[config.mk]
export PLATFORM = sky130hd
export DESIGN_NAME = reg_file_mp
export DESIGN_NICKNAME = d
export VERILOG_FILES = /design/src/rtl/reg_file_pkg.sv /design/src/rtl/reg_scoreboard.sv /design/src/rtl/reg_file_mp.sv
export SDC_FILE = /design/constraint.sdc
export NUM_CORES = 2
export LEC_CHECK = 0
export CORE_MARGIN = 2
export CORE_UTILIZATION = 65
export DETAILED_ROUTE_END_ITERATION = 10
export PLACE_DENSITY = 0.87
export REMOVE_ABC_BUFFERS = 1
export SLEW_MARGIN = 5
export SYNTH_ARGS = -nofsm -noshare
export SYNTH_HDL_FRONTEND = slang
export SYNTH_SLANG_ARGS = --single-unit
[constraint.sdc]
create_clock -name clk -period 10.28 [get_ports clk]
set_input_delay 2.056 -clock clk [delete_from_list [all_inputs] [get_ports clk]]
set_output_delay 2.056 -clock clk [all_outputs]
set_load 0.05 [all_outputs]
[src/rtl/reg_file_pkg.sv]
// Shared register-file constants: default widths and the hard-wired zero register.
// Pure declarations; no timing or flow control.
package reg_file_pkg;

  localparam int DATA_W_DEF = 32;
  localparam int ADDR_W_DEF = 5;
  localparam int REG_ZERO   = 0;

endpackage

[src/rtl/reg_scoreboard.sv]
// Per-register busy scoreboard with a registered busy count and per-port busy lookup.
// Busy bits and count update at the clock edge; rd_busy is combinational; no backpressure.
module reg_scoreboard
  import reg_file_pkg::*;
#(
  parameter int ADDR_W = ADDR_W_DEF,
  parameter int NUM_RD = 2,
  parameter int BYPASS = 1
) (
  input  logic                     clk,
  input  logic                     rst,
  input  logic                     wr_en,
  input  logic [ADDR_W-1:0]        wr_addr,
  input  logic                     rsv_en,
  input  logic [ADDR_W-1:0]        rsv_addr,
  input  logic [NUM_RD*ADDR_W-1:0] rd_addr,
  output logic [NUM_RD-1:0]        rd_busy,
  output logic [ADDR_W:0]          busy_cnt
);

  localparam int DEPTH = 2 ** ADDR_W;

  logic [DEPTH-1:0]  busy_q, busy_d;
  logic [ADDR_W:0]   busy_cnt_q, busy_cnt_d;
  logic              wr_fire, rsv_fire;
  logic [ADDR_W-1:0] ra;

  always_comb begin
    wr_fire  = wr_en && (wr_addr != ADDR_W'(REG_ZERO));
    rsv_fire = rsv_en && (rsv_addr != ADDR_W'(REG_ZERO));
    busy_d   = busy_q;
    // Clear before set so a same-edge reserve (the newer producer) wins.
    if (wr_fire) busy_d[wr_addr] = 1'b0;
    if (rsv_fire) busy_d[rsv_addr] = 1'b1;
    busy_cnt_d = '0;
    for (int r = 0; r < DEPTH; r++) begin
      busy_cnt_d = busy_cnt_d + {{ADDR_W{1'b0}}, busy_d[r]};
    end
  end

  always_ff @(posedge clk or negedge rst) begin
    if (!rst) begin
      busy_q     <= '0;
      busy_cnt_q <= '0;
    end else begin
      busy_q     <= busy_d;
      busy_cnt_q <= busy_cnt_d;
    end
  end

  always_comb begin
    rd_busy = '0;
    ra      = '0;
    for (int i = 0; i < NUM_RD; i++) begin
      ra = rd_addr[i*ADDR_W +: ADDR_W];
      // A write landing this cycle satisfies the reader when forwarding is on.
      rd_busy[i] = busy_q[ra] && !((BYPASS != 0) && wr_fire && (wr_addr == ra));
    end
  end

  assign busy_cnt = busy_cnt_q;

endmodule

[src/rtl/reg_file_mp.sv]
// Multi-read-port register file with zero register, optional write forwarding and busy scoreboard.
// Reads are zero-latency combinational, writes land at the clock edge; no backpressure.
module reg_file_mp
  import reg_file_pkg::*;
#(
  parameter int DATA_W = DATA_W_DEF,
  parameter int ADDR_W = ADDR_W_DEF,
  parameter int NUM_RD = 2,
  parameter int BYPASS = 1
) (
  input  logic                     clk,
  input  logic                     rst,
  input  logic [NUM_RD*ADDR_W-1:0] rd_addr,
  output logic [NUM_RD*DATA_W-1:0] rd_data,
  output logic [NUM_RD-1:0]        rd_busy,
  input  logic                     wr_en,
  input  logic [ADDR_W-1:0]        wr_addr,
  input  logic [DATA_W-1:0]        wr_data,
  input  logic                     rsv_en,
  input  logic [ADDR_W-1:0]        rsv_addr,
  output logic [ADDR_W:0]          busy_cnt
);

  localparam int DEPTH = 2 ** ADDR_W;

  logic [DATA_W-1:0] mem_q [DEPTH];
  logic [DATA_W-1:0] mem_d [DEPTH];
  logic              wr_fire;
  logic              byp_ok;
  logic [ADDR_W-1:0] ra;

  always_comb begin
    wr_fire = wr_en && (wr_addr != ADDR_W'(REG_ZERO));
    // Forwarding is suppressed in reset so outputs read 0 while the array is cleared.
    byp_ok  = wr_fire && rst && (BYPASS != 0);
    mem_d   = mem_q;
    if (wr_fire) mem_d[wr_addr] = wr_data;
  end

  always_ff @(posedge clk or negedge rst) begin
    if (!rst) begin
      for (int r = 0; r < DEPTH; r++) mem_q[r] <= '0;
    end else begin
      for (int r = 0; r < DEPTH; r++) mem_q[r] <= mem_d[r];
    end
  end

  always_comb begin
    rd_data = '0;
    ra      = '0;
    for (int i = 0; i < NUM_RD; i++) begin
      ra = rd_addr[i*ADDR_W +: ADDR_W];
      rd_data[i*DATA_W +: DATA_W] = (byp_ok && (wr_addr == ra)) ? wr_data : mem_q[ra];
    end
  end

  reg_scoreboard #(
    .ADDR_W (ADDR_W),
    .NUM_RD (NUM_RD),
    .BYPASS (BYPASS)
  ) u_scoreboard (
    .clk      (clk),
    .rst      (rst),
    .wr_en    (wr_en),
    .wr_addr  (wr_addr),
    .rsv_en   (rsv_en),
    .rsv_addr (rsv_addr),
    .rd_addr  (rd_addr),
    .rd_busy  (rd_busy),
    .busy_cnt (busy_cnt)
  );

endmodule

==> summary.md <==
| Metric | Value |
|---|---|
| CP cell instances | `clkdlybuf4s50_1 -> nor2b_4 -> buf_4 -> a22oi_1 -> a21oi_1 -> nor4_1 -> mux2_2 -> clkdlybuf4s50_1` |
| Gate Count Post-Synth | `4886` |
| Worst path max stage delay | `1.11 ns` |
| Worst slew pin tran | `1.38 ns` |
| Setup Fix Bufs, Post-CTS | `0` |
| Comb power frac | `0.288` |
| Io pins | `128` |
| Layout Skew | `0.0167 ns` |
| Share of layout cells above drive strength 1 | `0.273` |
| Post-Syn Area | `59000 sq um` |
| Syn Area/Cell | `12.1 sq um` |
| Relative max-transition margin | `0.0772` |
| Post-Place Cells | `5793` |
| First-pass GRT wire length | `275000 microns` |
| Critical Path AT | `6.51 ns` |
| FILL cells | `6019` |
| Maximum vdd drop | `0.00128 V` |
| Critical Path RT | `8.22 ns` |
| Synth Flop Type | `dfrtp_1` |
| CTS clk-pin slew, worst paths | `0.06 ns` |
| Area leader, netlist | `dfrtp_1` |
| Status | `finished clean` |
| TritonCTS buffer count | `109` |
| Share of synthesized registers carrying an async set or reset | `1.00` |
| CTS H-Tree Depth | `3` |
| Yosys reg bits | `1062` |
| Int Pwr | `9270 uW` |
| Final WL | `183000 microns` |
| Synth warn | `0` |
| TritonCTS clock tree | `built` |
| RSZ-0062 raised after global routing | `no` |
| Highest-delay cell along the critical path | `buf_4` |
| Vias/cell | `7.25` |
| Die X | `305 microns` |
| Layout area overhead | `8.80%` |
| Critical path class | `primary input to output pin` |
| HPWL Detailed | `92600 microns` |
| Critical Path Start Type | `primary input` |
| Max cap viols | `0` |
| CP endpoint kind | `output pin` |
| Seq pwr share | `0.413` |
| Post-Layout Cell Count | `5998` |
| Wire per inst | `30.6 microns` |
| Total track usage | `0.388` |
| Leak | `0.0301 uW` |
| CP Max Fanout | `82` |
| Most area-consuming cells after synthesis | `dfrtp_1 (45%), mux2_2 (18%), mux2i_1 (17%)` |
| Fmax achieved | `0.117 GHz` |
| Final period utilization | `0.833` |
| Setup Viol. Count Final | `0` |
| Switching pwr | `4420 uW` |
| Iter 0 DRT Violations | `5648` |
| Cell Area, Placed | `60500 sq um` |
| Clock sink count | `1062` |
| Sw Share | `0.323` |
| Area occupied by multi-input gates | `29900 sq um` |
| CTS Buffer Depth | `3` |
| Port-buffer cells | `127` |
| Final slew viol count | `0` |
| Root buffer cell | `clkbuf_16` |
| Nets | `4816` |
| DRC | `0` |
| Setup TNS Final | `0 ns` |
| Sequential fraction of the synthesis area | `0.451` |
| Clock share of power | `0.298` |
| Final Hold Vio Count | `0` |
| Overall power | `13700 uW` |
| Vias in the first global route | `44400` |
| Resized cells post-CTS | `0` |
| Grt ovf | `0` |
| Pre-Repair DR Iteration Count | `8` |
| Die area | `93100 sq um` |
| Final worst path period need | `8.56 ns` |
| RD Place Congestion | `0.915` |
| Largest net degree at the start of global routing | `176` |
| FP Rows | `110` |
| Initial antenna violation count | `6` |
| Initial Util | `0.655` |
| DRT antenna net count | `0` |
| Core area | `90000 sq um` |
| Via count | `43500` |
| PwrDens | `214 nW/um^2` |
| Die height | `305 microns` |
| Design area | `64100 sq um` |
| Post-synth EDFFs | `0` |
| Most used cell, CP | `clkdlybuf4s50_1` |
| Synth top area share | `0.451` |
| Post-synth cell types | `41` |
| Seq. cell area | `26600 sq um` |
| Min-Delay Path Class | `register to register` |
| Hold Buf Count CTS | `0` |
| Clk_lat worst skew | `0.71 ns` |
[stage by stage]
stage                     worst slack [ns]  hold WS [ns]  utilization
after CTS                             1.81         0.403        0.713
after detailed placement              1.35         0.390        0.672
final                                 1.72         0.401        0.713
after global routing                  1.62         0.411        0.713
after global placement                1.39         0.384        0.672
after floorplan                      0.802         0.373            -
[state kept, by name (all words and copies together), names as in the netlist]
| register | flops |
|---|---|
| u_scoreboard.busy_cnt | 6 |
| mem_q | 1024 |
| u_scoreboard.busy_q | 32 |
[Yosys cell counts (all sizes together) (3+ instances only)]
cell type / count
o21ai: 5
nand3b: 3
and2: 5
clkbuf: 196
ha: 8
fa: 24
inv: 49
nor3b: 4
and3b: 3
mux2: 1000
nand2: 234
a21oi: 258
a22oi: 519
dfrtp: 1062
nand2b: 7
a22o: 19
or2: 4
xor2: 5
mux2i: 1024
nor4: 66
o22ai: 4
nor2: 28
nand3: 4
buf: 312
nor2b: 7
mux4: 16
nor3: 5
xnor2: 8
[layout by cell type (no fill, tap or decap), types with 66 or more instances in the layout]
cell / instances
dfrtp_1: 1062
a22oi_1: 519
nand2_1: 215
nor4_1: 66
mux2i_1: 1024
a21oi_1: 258
mux2_2: 948
buf_4: 100
clkbuf_16: 109
clkdlybuf4s50_1: 124
[final timing paths]
check / startpoint / end / slack (ns) / cells past startpoint
min reg2reg: mem_q[1010] / mem_q[1010] / 0.40 / 0
max: rd_addr[2] / rd_data[5] / 1.72 / 8
max reg2reg: u_scoreboard.busy_q[1] / u_scoreboard.busy_cnt[4] / 4.75 / 17
min: mem_q[1010] / mem_q[1010] / 0.40 / 0
max in group asynchronous: rst / mem_q[389] / 4.98 / 5
min in group asynchronous: rst / mem_q[919] / 1.32 / 1
[power groups by stage]
stage	clock, uW	combinational, uW	sequential, uW
global placement	0	3690	5610
global route	4260	4360	5750
finish	4090	3950	5660
CTS	4080	3940	5640
detailed placement	0	3900	5690
floorplan	0	2810	5540
[kinds of logic after synthesis]
family | Yosys count | synth area share
fa+ha+maj | 32 | 0.00985
mux | 2040 | 0.371
compound gates | 809 | 0.0922
flops | 1062 | 0.451
xor+xnor | 13 | 0.00193
simple gates | 373 | 0.0292
buf+inv | 557 | 0.0450
[worst max-delay path: cells and delay by family]
family / cells / cell delay, ns
AOI/OAI and AO/OA: 2 / 0.51
buffers and inverters: 3 / 2.73
muxes: 1 / 0.28
and+or+nand+nor: 2 / 0.82
[routing by layer]
metal / up-vias / global-route usage / share of wire
met3: 731 / 0.118 / 0.13
met1: 22100 / 0.521 / 0.38
met5: - / 0 / 0.00033
met2: 2900 / 0.572 / 0.44
met4: 6 / 0.199 / 0.058
li1: 17800 / - / -
[final cells by class]
type / instances / area share
multi-input cells: 3267 / 0.467
flip-flops and latches: 1062 / 0.414
clock buffers: 163 / 0.0504
repair buffers: 239 / 0.0355
well taps: 1176 / 0.0229
clock inverters: 40 / 0.00712
inverters: 49 / 0.00287
diodes: 2 / 0.0000780
Note: power is estimated with default switching activity, not from simulation.
